==> config.mk <==
export PLATFORM = sky130hd
export DESIGN_NAME = kv_store
export DESIGN_NICKNAME = d
export VERILOG_FILES = /design/src/rtl/kv_store_pkg.sv /design/src/rtl/kv_entry_array.sv /design/src/rtl/kv_store.sv
export SDC_FILE = /design/constraint.sdc
export NUM_CORES = 1
export LEC_CHECK = 0
export BUFFER_PORTS_ARGS = -buffer_cell sky130_fd_sc_hd__buf_2
export CORE_UTILIZATION = 61
export CTS_CLUSTER_DIAMETER = 40
export DETAILED_ROUTE_END_ITERATION = 10
export PLACE_DENSITY = 0.79
export REMOVE_ABC_BUFFERS = 1
export SLEW_MARGIN = 20
export SYNTH_ARGS = -nofsm -noshare
export SYNTH_HDL_FRONTEND = slang
export SYNTH_SLANG_ARGS = --single-unit
==> constraint.sdc <==
create_clock -name sys_clk -period 3 [get_ports sys_clk]
set_input_delay 0.3 -clock sys_clk [delete_from_list [all_inputs] [get_ports sys_clk]]
set_output_delay 0.3 -clock sys_clk [all_outputs]
set_load 0.05 [all_outputs]
==> src/rtl/kv_store_pkg.sv <==
// kv_store_pkg: shared types for the kv_store key/value block.
//   op_e        - bus opcode carried on ADR_i
//   state_e     - controller states
//   op_needs_we - returns the WE_i level an opcode must arrive with
package kv_store_pkg;

    typedef enum logic [1:0] {
        OP_LOOKUP = 2'd0,
        OP_INSERT = 2'd1,
        OP_DELETE = 2'd2,
        OP_STATUS = 2'd3
    } op_e;

    typedef enum logic [1:0] {
        IDLE   = 2'd0,
        SCAN   = 2'd1,
        COMMIT = 2'd2
    } state_e;

    // Mutating opcodes must be issued as writes, queries as reads.
    function automatic logic op_needs_we(input op_e op);
        logic need;
        case (op)
            OP_INSERT, OP_DELETE: need = 1'b1;
            default:              need = 1'b0;
        endcase
        return need;
    endfunction

endpackage

==> src/rtl/kv_entry_array.sv <==
// kv_entry_array: key/value/valid storage for kv_store.
// Ports:
//   i_clk, i_rst            clock, synchronous active-high reset
//   i_rd_idx                combinational read index
//   o_rd_key/val/valid      entry contents at i_rd_idx
//   i_wr_en                 write key/value at i_wr_idx and mark it valid
//   i_inv_en                clear the valid bit at i_wr_idx
//   i_wr_idx/key/val        write port operands
module kv_entry_array
    import kv_store_pkg::*;
#(
    parameter  int KEY_W = 16,
    parameter  int VAL_W = 16,
    parameter  int DEPTH = 8,
    localparam int IDX_W = $clog2(DEPTH)
) (
    input  logic             i_clk,
    input  logic             i_rst,
    input  logic [IDX_W-1:0] i_rd_idx,
    output logic [KEY_W-1:0] o_rd_key,
    output logic [VAL_W-1:0] o_rd_val,
    output logic             o_rd_valid,
    input  logic             i_wr_en,
    input  logic             i_inv_en,
    input  logic [IDX_W-1:0] i_wr_idx,
    input  logic [KEY_W-1:0] i_wr_key,
    input  logic [VAL_W-1:0] i_wr_val
);

    logic [KEY_W-1:0] r_key   [DEPTH];
    logic [VAL_W-1:0] r_val   [DEPTH];
    logic [DEPTH-1:0] r_valid;

    // Storage update: reset wipes everything, otherwise one write or invalidate per cycle.
    always_ff @(posedge i_clk) begin
        if (i_rst) begin
            r_valid <= {DEPTH{1'b0}};
            for (int i = 0; i < DEPTH; i++) begin
                r_key[i] <= {KEY_W{1'b0}};
                r_val[i] <= {VAL_W{1'b0}};
            end
        end else if (i_wr_en) begin
            r_key[i_wr_idx]   <= i_wr_key;
            r_val[i_wr_idx]   <= i_wr_val;
            r_valid[i_wr_idx] <= 1'b1;
        end else if (i_inv_en) begin
            r_valid[i_wr_idx] <= 1'b0;
        end else begin
            r_valid <= r_valid;
        end
    end

    assign o_rd_key   = r_key[i_rd_idx];
    assign o_rd_val   = r_val[i_rd_idx];
    assign o_rd_valid = r_valid[i_rd_idx];

endmodule

==> src/rtl/kv_store.sv <==
// kv_store: key/value store behind a pipelined Wishbone-style slave port.
// Commands are accepted in IDLE, matched by a one-entry-per-clock scan and
// applied in COMMIT together with a one-cycle ACK_o.
// Ports:
//   sys_clk, sys_rst        clock, synchronous active-high reset
//   CYC_i, STB_i, WE_i      bus cycle / strobe / write enable
//   ADR_i                   opcode (LOOKUP, INSERT, DELETE, STATUS)
//   KEY_i, DAT_i            key and value operands
//   STALL_o, ACK_o, ERR_o   handshake and error flag
//   DAT_o, LA_o             response data and its analyser mirror
//   COUNT_o                 number of valid entries
// Build option: define KV_STORE_EARLY_EXIT_EN to let LOOKUP/DELETE leave the
// scan on the first hit.
module kv_store
    import kv_store_pkg::*;
#(
    parameter  int KEY_W = 16,
    parameter  int VAL_W = 16,
    parameter  int DEPTH = 8,
    localparam int CNT_W = $clog2(DEPTH + 1),
    localparam int IDX_W = $clog2(DEPTH)
) (
    input  logic             sys_clk,
    input  logic             sys_rst,
    input  logic             CYC_i,
    input  logic             STB_i,
    input  logic             WE_i,
    input  logic [1:0]       ADR_i,
    input  logic [KEY_W-1:0] KEY_i,
    input  logic [VAL_W-1:0] DAT_i,
    output logic             STALL_o,
    output logic             ACK_o,
    output logic             ERR_o,
    output logic [VAL_W-1:0] DAT_o,
    output logic [CNT_W-1:0] COUNT_o,
    output logic [VAL_W-1:0] LA_o
);

    localparam logic [IDX_W-1:0] LAST_IDX = IDX_W'(DEPTH - 1);

    state_e           r_state;
    op_e              r_op;
    logic             r_illegal;
    logic [KEY_W-1:0] r_key;
    logic [VAL_W-1:0] r_val;
    logic [IDX_W-1:0] r_idx;
    logic             r_hit;
    logic [IDX_W-1:0] r_hit_idx;
    logic [VAL_W-1:0] r_hit_val;
    logic             r_free;
    logic [IDX_W-1:0] r_free_idx;

    logic [KEY_W-1:0] w_rd_key;
    logic [VAL_W-1:0] w_rd_val;
    logic             w_rd_valid;
    logic             w_hit;
    logic             w_early;
    logic             w_acc_illegal;
    logic             w_wr_en;
    logic             w_inv_en;
    logic [IDX_W-1:0] w_wr_idx;

    kv_entry_array #(
        .KEY_W (KEY_W),
        .VAL_W (VAL_W),
        .DEPTH (DEPTH)
    ) u_array (
        .i_clk      (sys_clk),
        .i_rst      (sys_rst),
        .i_rd_idx   (r_idx),
        .o_rd_key   (w_rd_key),
        .o_rd_val   (w_rd_val),
        .o_rd_valid (w_rd_valid),
        .i_wr_en    (w_wr_en),
        .i_inv_en   (w_inv_en),
        .i_wr_idx   (w_wr_idx),
        .i_wr_key   (r_key),
        .i_wr_val   (r_val)
    );

    // Match of the entry under the scan index, early-exit decision and opcode legality.
    always_comb begin
        w_hit         = w_rd_valid && (w_rd_key == r_key);
        w_acc_illegal = (WE_i != op_needs_we(op_e'(ADR_i)));
`ifdef KV_STORE_EARLY_EXIT_EN
        w_early = w_hit && ((r_op == OP_LOOKUP) || (r_op == OP_DELETE));
`else
        w_early = 1'b0;
`endif
    end

    // Storage write strobes; only fire on the ACK edge of a live, legal command.
    always_comb begin
        w_wr_en  = 1'b0;
        w_inv_en = 1'b0;
        w_wr_idx = r_free_idx;
        if ((r_state == COMMIT) && CYC_i && !r_illegal) begin
            case (r_op)
                OP_INSERT: begin
                    if (r_hit) begin
                        w_wr_en  = 1'b1;
                        w_wr_idx = r_hit_idx;
                    end else begin
                        w_wr_en  = r_free;
                        w_wr_idx = r_free_idx;
                    end
                end
                OP_DELETE: begin
                    w_inv_en = r_hit;
                    w_wr_idx = r_hit_idx;
                end
                default: begin
                    w_wr_en  = 1'b0;
                    w_inv_en = 1'b0;
                end
            endcase
        end else begin
            w_wr_en  = 1'b0;
            w_inv_en = 1'b0;
        end
    end

    // Controller FSM with registered bus outputs.
    always_ff @(posedge sys_clk) begin
        if (sys_rst) begin
            r_state    <= IDLE;
            r_op       <= OP_LOOKUP;
            r_illegal  <= 1'b0;
            r_key      <= {KEY_W{1'b0}};
            r_val      <= {VAL_W{1'b0}};
            r_idx      <= {IDX_W{1'b0}};
            r_hit      <= 1'b0;
            r_hit_idx  <= {IDX_W{1'b0}};
            r_hit_val  <= {VAL_W{1'b0}};
            r_free     <= 1'b0;
            r_free_idx <= {IDX_W{1'b0}};
            STALL_o    <= 1'b0;
            ACK_o      <= 1'b0;
            ERR_o      <= 1'b0;
            DAT_o      <= {VAL_W{1'b0}};
            LA_o       <= {VAL_W{1'b0}};
            COUNT_o    <= {CNT_W{1'b0}};
        end else begin
            case (r_state)
                IDLE: begin
                    ACK_o <= 1'b0;
                    if (CYC_i && STB_i) begin
                        r_op       <= op_e'(ADR_i);
                        r_illegal  <= w_acc_illegal;
                        r_key      <= KEY_i;
                        r_val      <= DAT_i;
                        r_idx      <= {IDX_W{1'b0}};
                        r_hit      <= 1'b0;
                        r_hit_idx  <= {IDX_W{1'b0}};
                        r_hit_val  <= {VAL_W{1'b0}};
                        r_free     <= 1'b0;
                        r_free_idx <= {IDX_W{1'b0}};
                        STALL_o    <= 1'b1;
                        // Illegal commands and STATUS answer on the next edge.
                        if (w_acc_illegal || (op_e'(ADR_i) == OP_STATUS)) begin
                            r_state <= COMMIT;
                        end else begin
                            r_state <= SCAN;
                        end
                    end else begin
                        STALL_o <= 1'b0;
                    end
                end
                SCAN: begin
                    if (!CYC_i) begin
                        r_state <= IDLE;
                        STALL_o <= 1'b0;
                    end else begin
                        if (w_hit) begin
                            r_hit     <= 1'b1;
                            r_hit_idx <= r_idx;
                            r_hit_val <= w_rd_val;
                        end
                        // Keep only the lowest-index free slot.
                        if (!w_rd_valid && !r_free) begin
                            r_free     <= 1'b1;
                            r_free_idx <= r_idx;
                        end
                        if ((r_idx == LAST_IDX) || w_early) begin
                            r_state <= COMMIT;
                        end else begin
                            r_idx <= r_idx + IDX_W'(1);
                        end
                    end
                end
                COMMIT: begin
                    r_state <= IDLE;
                    STALL_o <= 1'b0;
                    if (CYC_i) begin
                        ACK_o <= 1'b1;
                        if (r_illegal) begin
                            ERR_o <= 1'b1;
                            DAT_o <= {VAL_W{1'b0}};
                            LA_o  <= {VAL_W{1'b0}};
                        end else begin
                            case (r_op)
                                OP_STATUS: begin
                                    ERR_o <= 1'b0;
                                    DAT_o <= VAL_W'(COUNT_o);
                                    LA_o  <= VAL_W'(COUNT_o);
                                end
                                OP_LOOKUP: begin
                                    ERR_o <= !r_hit;
                                    DAT_o <= r_hit ? r_hit_val : {VAL_W{1'b0}};
                                    LA_o  <= r_hit ? r_hit_val : {VAL_W{1'b0}};
                                end
                                OP_INSERT: begin
                                    if (r_hit) begin
                                        ERR_o <= 1'b0;
                                        DAT_o <= VAL_W'(r_hit_idx);
                                        LA_o  <= VAL_W'(r_hit_idx);
                                    end else if (r_free) begin
                                        ERR_o   <= 1'b0;
                                        DAT_o   <= VAL_W'(r_free_idx);
                                        LA_o    <= VAL_W'(r_free_idx);
                                        COUNT_o <= COUNT_o + CNT_W'(1);
                                    end else begin
                                        ERR_o <= 1'b1;
                                        DAT_o <= {VAL_W{1'b0}};
                                        LA_o  <= {VAL_W{1'b0}};
                                    end
                                end
                                default: begin
                                    // OP_DELETE
                                    ERR_o <= !r_hit;
                                    DAT_o <= r_hit ? r_hit_val : {VAL_W{1'b0}};
                                    LA_o  <= r_hit ? r_hit_val : {VAL_W{1'b0}};
                                    if (r_hit) begin
                                        COUNT_o <= COUNT_o - CNT_W'(1);
                                    end
                                end
                            endcase
                        end
                    end else begin
                        ACK_o <= 1'b0;
                    end
                end
                default: begin
                    r_state <= IDLE;
                    STALL_o <= 1'b0;
                    ACK_o   <= 1'b0;
                end
            endcase
        end
    end

endmodule

==> reports/summary.log <==
[placement] instance area at placement 0.0166 mm²
[die] floorplan die width 163 µm
[sta] highest attainable clock frequency 358 MHz
[synth] XOR/XNOR share of the synthesized area 1.16%
[finish] most common library cell in the layout ignoring fill and taps sky130_fd_sc_hd__edfxtp_1
[sta] post-route clock skew 0.0208 ns
[sta] final hold vios 0
[die] height of the die 163 µm
[clock_tree] count of H-tree levels built during CTS 2
[synth] proportion of synthesized area in mux cells 12.8%
[route] DRC violation total after the first TritonRoute iteration 928
[clock_tree] post-CTS clock slew at the launch and capture registers of the worst setup and hold paths 0.06 ns
[critical_path] critical setup path kind register to register
[power_and_ir_drop] worst voltage drop across the vdd grid 0.000542 V
[clock_tree] number of sinks handled by clock tree synthesis 354
[sta] Pins Over Slew Limit 0
[power_and_ir_drop] leakage power of the design 6.76 nW
[sta] # setup viols final 0
[critical_path] cell at the slowest stage of the critical path sky130_fd_sc_hd__nand4bb_1
[sta] final worst path period share 93.0%
[die] row count 58
[critical_path] WP data arrival 3.01 ns
[sta] slack of the critical path 0.209 ns
[critical_path] Setup crit end kind register
[finish] ratio of cells with drive above 1 in the final layout 22.7%
[route] number of nets still failing antenna checks after routing 0
[critical_path] Critical Path, Cell by Cell nand4bb_1 -> nor2_2 -> o21ai_1 -> a22oi_2 -> nand2_1 -> nor3_4 -> or2_2 -> buf_12
[clock_tree] Max Root-Sink Buffers 3
[synth] post-synthesis instance area 0.0159 mm²
[clock_tree] Clk Tree Root Cell sky130_fd_sc_hd__clkbuf_16
[synth] EDFF count, synth 256
[job] max-cap violations 0
[route] first-pass iteration count of the detailed router 5
[critical_path] CP Launch Type register
[synth] FFs w/ async S/R, synth 0%
[finish] filler instances 1,603
[placement] I/O Buffers 77
[sta] setup repair after global routing missed its margin false
[route] detail-routed via count per cell 6.08
[die] total I/O pin count 78
[finish] multi-input logic area 0.00564 mm²
[route] mean routed wirelength per cell 22.7 µm
[critical_path] peak per-stage delay on the critical path 0.39 ns
[die] die outline area 0.0267 mm²
[critical_path] Worst Setup EP u_array.r_key[0][4]$_SDFFCE_PN0P_
[sta] actual transition at the worst max-transition pin 0.887 ns
[synth] arithmetic-cell share of the synthesized area counting full adders, half adders and majority gates 0.757%
[synth] Mapped Cells 1,197
[finish] diode count 0
[synth] dominant combinational cell family by area after synthesis simple AND/OR/NAND/NOR gates
[synth] mean area per synthesized cell 13.3 µm²
[global_routing] leftover overflow at the end of global routing 0
[sta] normalized max-slew margin 40.8%
[clock_tree] postcts setup bufs 0
[critical_path] RR Startpoint r_state[0]$_SDFFE_PP0P_
[clock_tree] Resized cells post-CTS 0
[route] DRC errors left 0
[global_routing] initial antenna violation count 0
[critical_path] timing startpoint of the critical path r_state[0]$_SDFFE_PP0P_
[clock_tree] CTS tree built
[sta] setup tns final 0 ns
[status] status complete, no violations
[clock_tree] cts hold-fix bufs 1
[synth] simple logic cell fraction of the synthesized area 16.5%
[global_routing] vias in the first global route 10,000
[critical_path] destination of the worst register-to-register timing path u_array.r_key[0][4]$_SDFFCE_PN0P_
[clock_tree] number of buffers created by CTS 43
[synth] area fraction in compound gates after synthesis 4.13%
[finish] Nets 1,307
[placement] pre-CTS setup slack 0.172 ns
[die] Core ar. 0.0253 mm²
[min_path] class of the tightest hold or removal check input port to register
[critical_path] largest driver fanout on the critical path 16
[finish] register cell area after layout 0.00966 mm²
[critical_path] logic depth of the worst register-to-register path 8
[global_routing] global-route wire length before repair 56.6 mm
[synth] post-synthesis sequential element count 354
[synth] Yosys warning count 0
[finish] count of placed standard cells in the final layout, fillers left out 1,623
[finish] layout overhead on the synthesized area 13.9%
[synth] commonest register cell after synthesis sky130_fd_sc_hd__edfxtp_1
[placement] estimated wirelength of the detail-placed design 21.8 mm
[placement] GPL Wtd Cong 0.856
[placement] dpl cells 1,543
[global_routing] GRT Util Overall 28.5%
[critical_path] required time of the critical path 3.21 ns
[synth] Synth cell types 57
[power_and_ir_drop] total power density per cell area 608 mW/mm²
[clock_tree] clock latency reported for the late side of the worst-skew pair 0.53 ns
[finish] final std cell area, no fill 0.0181 mm²
[route] DRT Wirelength 36.8 mm
[route] vias post-DR 9,865
[finish] commonest cells after routing, fill and taps aside sky130_fd_sc_hd__edfxtp_1, sky130_fd_sc_hd__and2_1, sky130_fd_sc_hd__nand2_1, sky130_fd_sc_hd__dfxtp_1, sky130_fd_sc_hd__buf_2
[critical_path] setup slack of the worst register-to-register path 0.21 ns
[global_routing] maximum number of pins on one net before global-route repair 43
[synth] fraction of the yosys area taken by sequential cells 60.8%
[sta] worst hold margin 0.0112 ns
[die] starting utilization of the core area 62.6%
[sta] min Tclk post-route 2.79 ns
[final cells by class]
cell class	count	area share (%)
multi-input combinational	730	31.2
tap	330	2.29
timing repair buffer	126	5.01
clock inverter	26	1.38
clock buffer	53	6.57
inverter	4	0.0831
sequential	354	53.5
[synthesized netlist by cell type (18+ instances only)]
library cell,instances,share of area (%)
sky130_fd_sc_hd__edfxtp_1,256,48
sky130_fd_sc_hd__and2_1,228,9.0
sky130_fd_sc_hd__nand2_1,124,2.9
sky130_fd_sc_hd__dfxtp_1,98,12
sky130_fd_sc_hd__clkbuf_1,57,1.3
sky130_fd_sc_hd__a21oi_1,53,1.7
sky130_fd_sc_hd__mux4_2,52,7.4
sky130_fd_sc_hd__mux2i_1,43,2.7
sky130_fd_sc_hd__nor2_1,38,0.90
sky130_fd_sc_hd__and3_1,36,1.4
sky130_fd_sc_hd__mux2_2,19,1.3
sky130_fd_sc_hd__buf_4,18,0.85
[critical path: cells and delay by family, from the launching register on]
family,cells,cell delay (ns)
AO/OA/AOI/OAI,2,0.50
buffers and inverters,1,0.22
AND/OR/NAND/NOR,5,1.41
flip-flops,1,0.35
[worst min-delay path by stage]
stage          cells after the start                    endpoint                       start
2_1_floorplan                      1          ACK_o$_SDFFE_PP0N_                     sys_rst
3_3_place_gp                       2          ACK_o$_SDFFE_PP0N_          ACK_o$_SDFFE_PP0N_
3_5_place_dp                       2  r_hit_val[15]$_SDFFE_PP0P_  r_hit_val[15]$_SDFFE_PP0P_
4_1_cts                            3       r_key[7]$_SDFFE_PP0P_                    KEY_i[7]
5_1_grt                            3       r_key[7]$_SDFFE_PP0P_                    KEY_i[7]
6_report                           3       r_key[7]$_SDFFE_PP0P_                    KEY_i[7]
[metrics by stage]
stage	total power, mW	util, %
after floorplan	5.75	-
after global placement	5.95	65.6
after detailed placement	5.97	65.6
after CTS	11.0	71.3
after global routing	11.3	71.3
final	11.0	71.3
[metal layers]
metal	global-route usage (%)	vias up	part of all wire, %
li1	-	4417	-
met1	37.8	4934	40
met2	48.2	426	50
met3	4.60	88	7.4
met4	9.01	0	2.7
met5	0	-	0
[power breakdown]
group	switching [mW]	internal [mW]
clock network	2.01	3.10
registers	0.0940	5.37
logic	0.251	0.157
total	2.36	8.62
[flip-flops by register name, summed over array words and instances (netlist names), named ones only]
signal,cells
r_hit_idx,3
r_val,16
u_array.r_key,128
r_free_idx,3
COUNT_o,4
u_array.r_val,128
r_idx,3
r_illegal,1
r_hit_val,16
ACK_o,1
r_key,16
r_op,2
ERR_o,1
r_free,1
STALL_o,1
r_hit,1
LA_o,16
r_state,2
[kinds of logic after synthesis]
family                     Yosys count
adders and majority gates            9
xor gates and xnor gates            21
DFF                                354
and+or+nand+nor                    477
AOI/OAI and AO/OA                  101
buffers and inverters              113
muxes                              122
(Power assumes the default switching activity.)
